[src/rtl/regfile_wb_arbiter_if.sv]
// Writeback bus shared between the requesters and the register-file write port.
// The master side is the requester/register-file environment and the slave
// side is the arbiter.
interface regfile_wb_arbiter_if #(
   parameter int NUM_REQ = 2,
   parameter int ID_W    = 5,
   parameter int DATA_W  = 32
);
   logic [NUM_REQ-1:0]        req_valid;
   logic [NUM_REQ*ID_W-1:0]   req_id;
   logic [NUM_REQ*DATA_W-1:0] req_data;
   logic [NUM_REQ-1:0]        req_ready;
   logic                      wb_en;
   logic [ID_W-1:0]           wb_id;
   logic [DATA_W-1:0]         wb_data;

   modport master (
      output req_valid, req_id, req_data,
      input  req_ready, wb_en, wb_id, wb_data
   );

   modport slave (
      input  req_valid, req_id, req_data,
      output req_ready, wb_en, wb_id, wb_data
   );
endinterface

[src/rtl/regfile_wb_arbiter.sv]
// Round-robin arbiter that shares one register-file write port between
// NUM_REQ writeback sources. The winner is registered for one cycle before it
// reaches the register file, and cycles with two or more competing sources are
// counted in a saturating conflict counter.
module regfile_wb_arbiter #(
   parameter int NUM_REQ = 2,
   parameter int ID_W    = 5,
   parameter int DATA_W  = 32,
   parameter int CNT_W   = 16
) (
   input  logic                 clk,
   input  logic                 reset_n,
   input  logic                 flush,
   regfile_wb_arbiter_if.slave  bus,
   output logic [CNT_W-1:0]     conflict_cnt
);
   localparam int PTR_W  = (NUM_REQ > 1) ? $clog2(NUM_REQ) : 1;
   localparam int POP_W  = $clog2(NUM_REQ + 1);

   // Round-robin pointer: first requester to be considered this cycle.
   logic [PTR_W-1:0]   rr_ptr_q, rr_ptr_d;

   // Combinational arbitration result.
   logic [NUM_REQ-1:0] grant;
   logic               grant_any;
   logic [PTR_W-1:0]   grant_idx;
   logic [PTR_W:0]     scan_sum;
   logic [PTR_W-1:0]   scan_idx;

   // Per-requester views of the flattened id/data buses.
   logic [ID_W-1:0]    id_slice   [NUM_REQ];
   logic [DATA_W-1:0]  data_slice [NUM_REQ];
   logic [ID_W-1:0]    sel_id;
   logic [DATA_W-1:0]  sel_data;

   // Registered write towards the register file.
   logic               wb_en_q;
   logic [ID_W-1:0]    wb_id_q;
   logic [DATA_W-1:0]  wb_data_q;

   // Conflict statistics.
   logic [POP_W-1:0]   valid_cnt;
   logic               conflict;
   logic [CNT_W-1:0]   cnt_q, cnt_d;

   // Requests that were pending (valid, not granted) at the last edge.
   logic [NUM_REQ-1:0] pending_q;

   genvar gi;
   generate
      for (gi = 0; gi < NUM_REQ; gi++) begin : g_slice
         assign id_slice[gi]   = bus.req_id[gi*ID_W +: ID_W];
         assign data_slice[gi] = bus.req_data[gi*DATA_W +: DATA_W];
      end
   endgenerate

   // Scan requesters starting at rr_ptr and grant the first valid one; grants
   // depend only on valid, pointer, flush and reset, never on id or data.
   always_comb begin
      grant     = '0;
      grant_any = 1'b0;
      grant_idx = '0;
      scan_sum  = '0;
      scan_idx  = '0;
      for (int k = 0; k < NUM_REQ; k++) begin
         scan_sum = {1'b0, rr_ptr_q} + (PTR_W+1)'(k);
         if (scan_sum >= (PTR_W+1)'(NUM_REQ)) begin
            scan_sum = scan_sum - (PTR_W+1)'(NUM_REQ);
         end
         scan_idx = scan_sum[PTR_W-1:0];
         if (!grant_any && bus.req_valid[scan_idx]) begin
            grant[scan_idx] = 1'b1;
            grant_any       = 1'b1;
            grant_idx       = scan_idx;
         end
      end
      if (flush || !reset_n) begin
         grant     = '0;
         grant_any = 1'b0;
      end
   end

   assign sel_id   = id_slice[grant_idx];
   assign sel_data = data_slice[grant_idx];

   // Advance the pointer just past the winner; hold it when nothing is granted.
   always_comb begin
      rr_ptr_d = rr_ptr_q;
      if (grant_any) begin
         if (grant_idx == PTR_W'(NUM_REQ - 1)) begin
            rr_ptr_d = '0;
         end else begin
            rr_ptr_d = grant_idx + PTR_W'(1);
         end
      end
   end

   // Count valid requesters and bump the saturating conflict counter.
   always_comb begin
      valid_cnt = '0;
      for (int k = 0; k < NUM_REQ; k++) begin
         valid_cnt = valid_cnt + POP_W'(bus.req_valid[k]);
      end
      conflict = !flush && (valid_cnt >= POP_W'(2));
      cnt_d    = cnt_q;
      if (conflict && (cnt_q != {CNT_W{1'b1}})) begin
         cnt_d = cnt_q + CNT_W'(1);
      end
   end

   // State registers: pointer, registered write (x0 writes stay disabled),
   // conflict counter and the pending-request tracker.
   always_ff @(posedge clk or negedge reset_n) begin
      if (!reset_n) begin
         rr_ptr_q  <= '0;
         wb_en_q   <= 1'b0;
         wb_id_q   <= '0;
         wb_data_q <= '0;
         cnt_q     <= '0;
         pending_q <= '0;
      end else begin
         rr_ptr_q  <= rr_ptr_d;
         wb_en_q   <= grant_any && (sel_id != '0);
         if (grant_any) begin
            wb_id_q   <= sel_id;
            wb_data_q <= sel_data;
         end
         cnt_q     <= cnt_d;
         pending_q <= bus.req_valid & ~grant;
      end
   end

   assign bus.req_ready = grant;
   assign bus.wb_en     = wb_en_q;
   assign bus.wb_id     = wb_id_q;
   assign bus.wb_data   = wb_data_q;
   assign conflict_cnt  = cnt_q;

   // A request left waiting must stay valid with stable id and data.
   generate
      for (gi = 0; gi < NUM_REQ; gi++) begin : g_proto
         a_hold : assert property (@(posedge clk) disable iff (!reset_n)
            pending_q[gi] |-> (bus.req_valid[gi] && $stable(id_slice[gi]) && $stable(data_slice[gi])));
      end
   endgenerate
endmodule

[src/flat_wrapper.sv]
// flat-port wrapper written by rule: the top's interface ports become plain ports
module regfile_wb_arbiter_flat 
#(
   parameter int NUM_REQ = 2,
   parameter int ID_W    = 5,
   parameter int DATA_W  = 32,
   parameter int CNT_W   = 16
)
  (clk, reset_n, flush, conflict_cnt, bus_req_valid, bus_req_id, bus_req_data, bus_req_ready, bus_wb_en, bus_wb_id, bus_wb_data);
  regfile_wb_arbiter_if #(.NUM_REQ(NUM_REQ), .ID_W(ID_W), .DATA_W(DATA_W)) bus_i ();
  input  logic clk;
  input  logic reset_n;
  input  logic flush;
  output logic [CNT_W-1:0] conflict_cnt;
  input wire logic [$bits(bus_i.req_valid)-1:0] bus_req_valid;
  input wire logic [$bits(bus_i.req_id)-1:0] bus_req_id;
  input wire logic [$bits(bus_i.req_data)-1:0] bus_req_data;
  output wire logic [$bits(bus_i.req_ready)-1:0] bus_req_ready;
  output wire logic [$bits(bus_i.wb_en)-1:0] bus_wb_en;
  output wire logic [$bits(bus_i.wb_id)-1:0] bus_wb_id;
  output wire logic [$bits(bus_i.wb_data)-1:0] bus_wb_data;
  assign bus_i.req_valid = bus_req_valid;
  assign bus_i.req_id = bus_req_id;
  assign bus_i.req_data = bus_req_data;
  assign bus_req_ready = bus_i.req_ready;
  assign bus_wb_en = bus_i.wb_en;
  assign bus_wb_id = bus_i.wb_id;
  assign bus_wb_data = bus_i.wb_data;
  regfile_wb_arbiter #(.NUM_REQ(NUM_REQ), .ID_W(ID_W), .DATA_W(DATA_W), .CNT_W(CNT_W)) u_core (.clk(clk), .reset_n(reset_n), .flush(flush), .bus(bus_i), .conflict_cnt(conflict_cnt));
endmodule
[config.mk]
export PLATFORM = sky130hd
export DESIGN_NAME = regfile_wb_arbiter_flat
export DESIGN_NICKNAME = d
export VERILOG_FILES = /design/src/rtl/regfile_wb_arbiter_if.sv /design/src/rtl/regfile_wb_arbiter.sv /design/src/flat_wrapper.sv
export SDC_FILE = /design/constraint.sdc
export NUM_CORES = 1
export LEC_CHECK = 0
export BUFFER_PORTS_ARGS = -buffer_cell sky130_fd_sc_hd__buf_2
export CAP_MARGIN = 15
export CORE_MARGIN = 3
export CORE_UTILIZATION = 42
export CTS_CLUSTER_DIAMETER = 40
export CTS_CLUSTER_SIZE = 16
export DETAILED_ROUTE_END_ITERATION = 6
export PLACE_DENSITY = 0.75
export SYNTH_ARGS = -nofsm -noshare
export SYNTH_HDL_FRONTEND = slang
export SYNTH_SLANG_ARGS = --single-unit
[constraint.sdc]
create_clock -name clk -period 1.8 [get_ports clk]
set_clock_uncertainty 0.05 [all_clocks]
set_input_delay 0.27 -clock clk [delete_from_list [all_inputs] [get_ports clk]]
set_output_delay 0.27 -clock clk [all_outputs]
set_load 0.01 [all_outputs]
==> results_dict.tcl <==
set metrics [dict create \
    syn-num-nets 328 \
    finalSetupViolations 0 \
    post-synth-top-area-fraction_pct 52.5 \
    max-clock-path-buffers 2 \
    layout_min_cycle_time_ps 1730 \
    die_x_um 85.0 \
    async_reset_ff_share_pct 100 \
    power.net_switching_mw 1.01 \
    areaGrowthSynthToFinish_pct 38.6 \
    core.rowCount 28 \
    cts_root_buffer_type "sky130_fd_sc_hd__clkbuf_8" \
    grt_usage_pct 17.4 \
    ys_seq_area_share_pct 52.5 \
    arrival_time_reported_for_the_critical_path_endpoint_ps 1900 \
    power.share.switching_pct 30.7 \
    status "finished, final reports clean" \
    hold_ws_ps 54.2 \
    synth_mux_area_share_pct 15.0 \
    grt_pass1_wl_um 10300 \
    h-tree-depth 2 \
    multi_input_area_mm2 0.00121 \
    design.core.area_mm2 0.00599 \
    drt-initial-drc-count 121 \
    starting_density_of_the_core_pct 43.8 \
    vdd_drop_max_v 0.000413 \
    yosys.area.top_type "sky130_fd_sc_hd__dfrtp_1" \
    crit_chain "ha_1 > nand4_1 > nor4_4 > buf_4 > nor4_1 > xnor2_1" \
    layout_worst_path_cycle_share_pct 96.1 \
    path_class "reg2reg" \
    critPathSlowestCell "sky130_fd_sc_hd__dfrtp_1" \
    grt_antenna_before_repair 0 \
    worstSetupStartpointType "flop" \
    share_of_synthesized_cell_area_in_full_adder_half_adder_and_majority_cells_pct 0.477 \
    clk_pin_slew_worst_paths_ps 100 \
    dieArea_mm2 0.00723 \
    dieHeight_um 85.0 \
    pwr-share-comb_pct 26.5 \
    synth_compound_area_share_pct 7.92 \
    ys_warn_count 0 \
    power.share.sequential_pct 48.6 \
    synth_ff_type "sky130_fd_sc_hd__dfrtp_1" \
    main_combinational_cell_family_by_area_after_synthesis "simple AND/OR/NAND/NOR gates" \
    grt_start_max_net_pins 56 \
    postLayoutSetupSlackWorst_ps 69.3 \
    timing_hold_violations_final 0 \
    routed_wirelength_um 6580 \
    critPathBufInv 1 \
    avgViaCountPerCell 5.01 \
    design.portCount 135 \
    yosys-top-cells-area "sky130_fd_sc_hd__dfrtp_1 52%, sky130_fd_sc_hd__mux2i_1 14%, sky130_fd_sc_hd__a21oi_1 7.1%" \
    fin_setup_tns_ps 0 \
    hold_class "in2async" \
    final-seq-area_mm2 0.00138 \
    vias_in_the_first_global_route 2278 \
    max-cap-violations 0 \
    worst-slew-pin-transition_ps 690 \
    final-max-slew-violation-count 0 \
    dpl.hpwl_um 4910 \
    worst_slew_margin_rel_pct 54.0 \
    numPlacedInstances 453 \
    layout-drive-gt1-share_pct 43.2 \
    total_leakage_power_nw 1.93 \
    post_synthesis_register_bit_count 55 \
    post_synth_xor_area_fraction_pct 4.68 \
    post_layout_nonfiller_instances 466 \
    yosys.cell_types.count 34 \
    post_cts_hold_fix_bufs 0 \
    intPower_mw 2.27 \
    number_of_flops_mapped_to_enable_cells_by_yosys 0 \
    post_synth_and_or_nand_nor_area_fraction_pct 16.9 \
    n_fill_cell 525 \
    cts.sink_count 55 \
    remaining_drc_errors 0 \
    diodes_inserted 0 \
    end_kind "flop" \
    power_density_mw_per_mm2 900 \
    ant_nets 0 \
    grt_remaining_overflow 0 \
    clk_latency_ps 300 \
    clock_power_share_pct 24.8 \
    final_nets 470 \
    crit_family "simple AND/OR/NAND/NOR gates" \
    synth_area_mm2 0.00262 \
    yosys-top-cells-count "55 x sky130_fd_sc_hd__dfrtp_1, 45 x sky130_fd_sc_hd__nor2_1, 37 x sky130_fd_sc_hd__a21oi_1, 37 x sky130_fd_sc_hd__mux2i_1, 12 x sky130_fd_sc_hd__xor2_1" \
    synth.avg_cell_area_um2 10.6 \
    vias 2334 \
    firstDrtPassIters 6 \
    tritoncts "yes" \
    worstPathMaxFanout 8 \
    post_synthesis_cells 248 \
    wire_per_inst_um 14.1 \
    worst_path_required_time_ps 1970 \
    maxClockFrequency_mhz 578 \
    worst_path_largest_cell_delay_ps 440 \
    port_buffers 134 \
    cts-buffers-inserted 5 \
    place_congestion 0.859 \
    leading_cell_type_by_number_of_instances_after_synthesis "sky130_fd_sc_hd__dfrtp_1" \
    detailedPlace.worstSlack_ps 113 \
]
==> worst paths after layout <==
| check | depth (start not counted) | slack [ps] | start | endpoint |
|---|---|---|---|---|
| min reg2reg | 1 | 450 | u_core.conflict_cnt[15] | u_core.conflict_cnt[15] |
| max reg2reg | 6 | 70 | u_core.conflict_cnt[0] | u_core.conflict_cnt[8] |
| max in group asynchronous | 2 | 1150 | reset_n | u_core.conflict_cnt[3] |
| min | 2 | 50 | reset_n | u_core.conflict_cnt[0] |
| max | 6 | 70 | u_core.conflict_cnt[0] | u_core.conflict_cnt[8] |
| min in group clk | 3 | 210 | bus_req_data[48] | u_core.bus.wb_data[16] |
==> layer usage <==
layer / GRT usage, % / vias to the layer above / wire length [µm]
li1: - / 1153 / -
met1: 22.0 / 1077 / 2610
met2: 29.1 / 84 / 3370
met3: 3.69 / 20 / 395
met4: 7.05 / 0 / 212
met5: 0 / - / 0
==> registers in the layout (all words and copies together) (netlist names) <==
register and cells:
u_core.rr_ptr_q 1, u_core.bus.wb_en 1, u_core.conflict_cnt 16, u_core.bus.wb_id 5, u_core.bus.wb_data 32
==> final cells by class <==
type                       count  area share (%)
sequential                    55            38.0
multi-input combinational    177            33.2
timing repair buffer         148            22.8
tap                           75            2.58
clock buffer                   5            1.89
clock inverter                 3            1.20
inverter                       3           0.310
==> stage by stage <==
step                utilization (%)  instance area (µm²)  total power, mW
detailed placement             57.7                 3450             2.47
CTS                            59.5                 3570             3.30
global route                   60.7                 3640             3.47
floorplan                         -                 2620             2.04
global placement               57.7                 3450             2.44
finish                         60.7                 3640             3.27
==> cells in the final DEF, fill, tap and decap left out, types with 2 or more instances in the layout <==
| master | Yosys | layout |
|---|---|---|
| sky130_fd_sc_hd__buf_2 | 6 | 134 |
| sky130_fd_sc_hd__dfrtp_1 | 55 | 51 |
| sky130_fd_sc_hd__nor2_1 | 45 | 44 |
| sky130_fd_sc_hd__mux2i_1 | 37 | 37 |
| sky130_fd_sc_hd__a21oi_1 | 37 | 37 |
| sky130_fd_sc_hd__xor2_1 | 12 | 12 |
| sky130_fd_sc_hd__buf_4 | 0 | 10 |
| sky130_fd_sc_hd__nor3_1 | 9 | 9 |
| sky130_fd_sc_hd__nand3_1 | 7 | 7 |
| sky130_fd_sc_hd__clkbuf_8 | 0 | 5 |
| sky130_fd_sc_hd__nand2_1 | 4 | 4 |
| sky130_fd_sc_hd__dfrtp_2 | 0 | 4 |
| sky130_fd_sc_hd__inv_1 | 3 | 3 |
| sky130_fd_sc_hd__buf_12 | 0 | 3 |
| sky130_fd_sc_hd__nand4_1 | 2 | 2 |
| sky130_fd_sc_hd__xnor2_1 | 2 | 2 |
| sky130_fd_sc_hd__nor3b_1 | 2 | 2 |
==> power groups by stage <==
stage	Combinational, mW	Clock, mW	Sequential, mW
6_report	0.869	0.812	1.59
5_1_grt	0.965	0.887	1.62
4_1_cts	0.865	0.847	1.59
3_5_place_dp	0.864	0	1.61
3_3_place_gp	0.842	0	1.60
2_1_floorplan	0.340	0	1.70
==> cells by family (layout without fill, tap and decap cells) <==
| family | Yosys count | count (layout) |
|---|---|---|
| flip-flops | 55 | 55 |
| AO/OA/AOI/OAI | 40 | 40 |
| AND/OR/NAND/NOR | 83 | 83 |
| XOR/XNOR | 14 | 14 |
| buffers and inverters | 16 | 159 |
| adder cells (fa/ha/maj) | 1 | 1 |
| multiplexers | 39 | 39 |
==> timing repair <==
item	in CTS	in global routing
gates resized for setup	0	5
setup endpoints to repair	0	2
buffers inserted	0	4
Note: power is estimated with default switching activity, not from simulation.
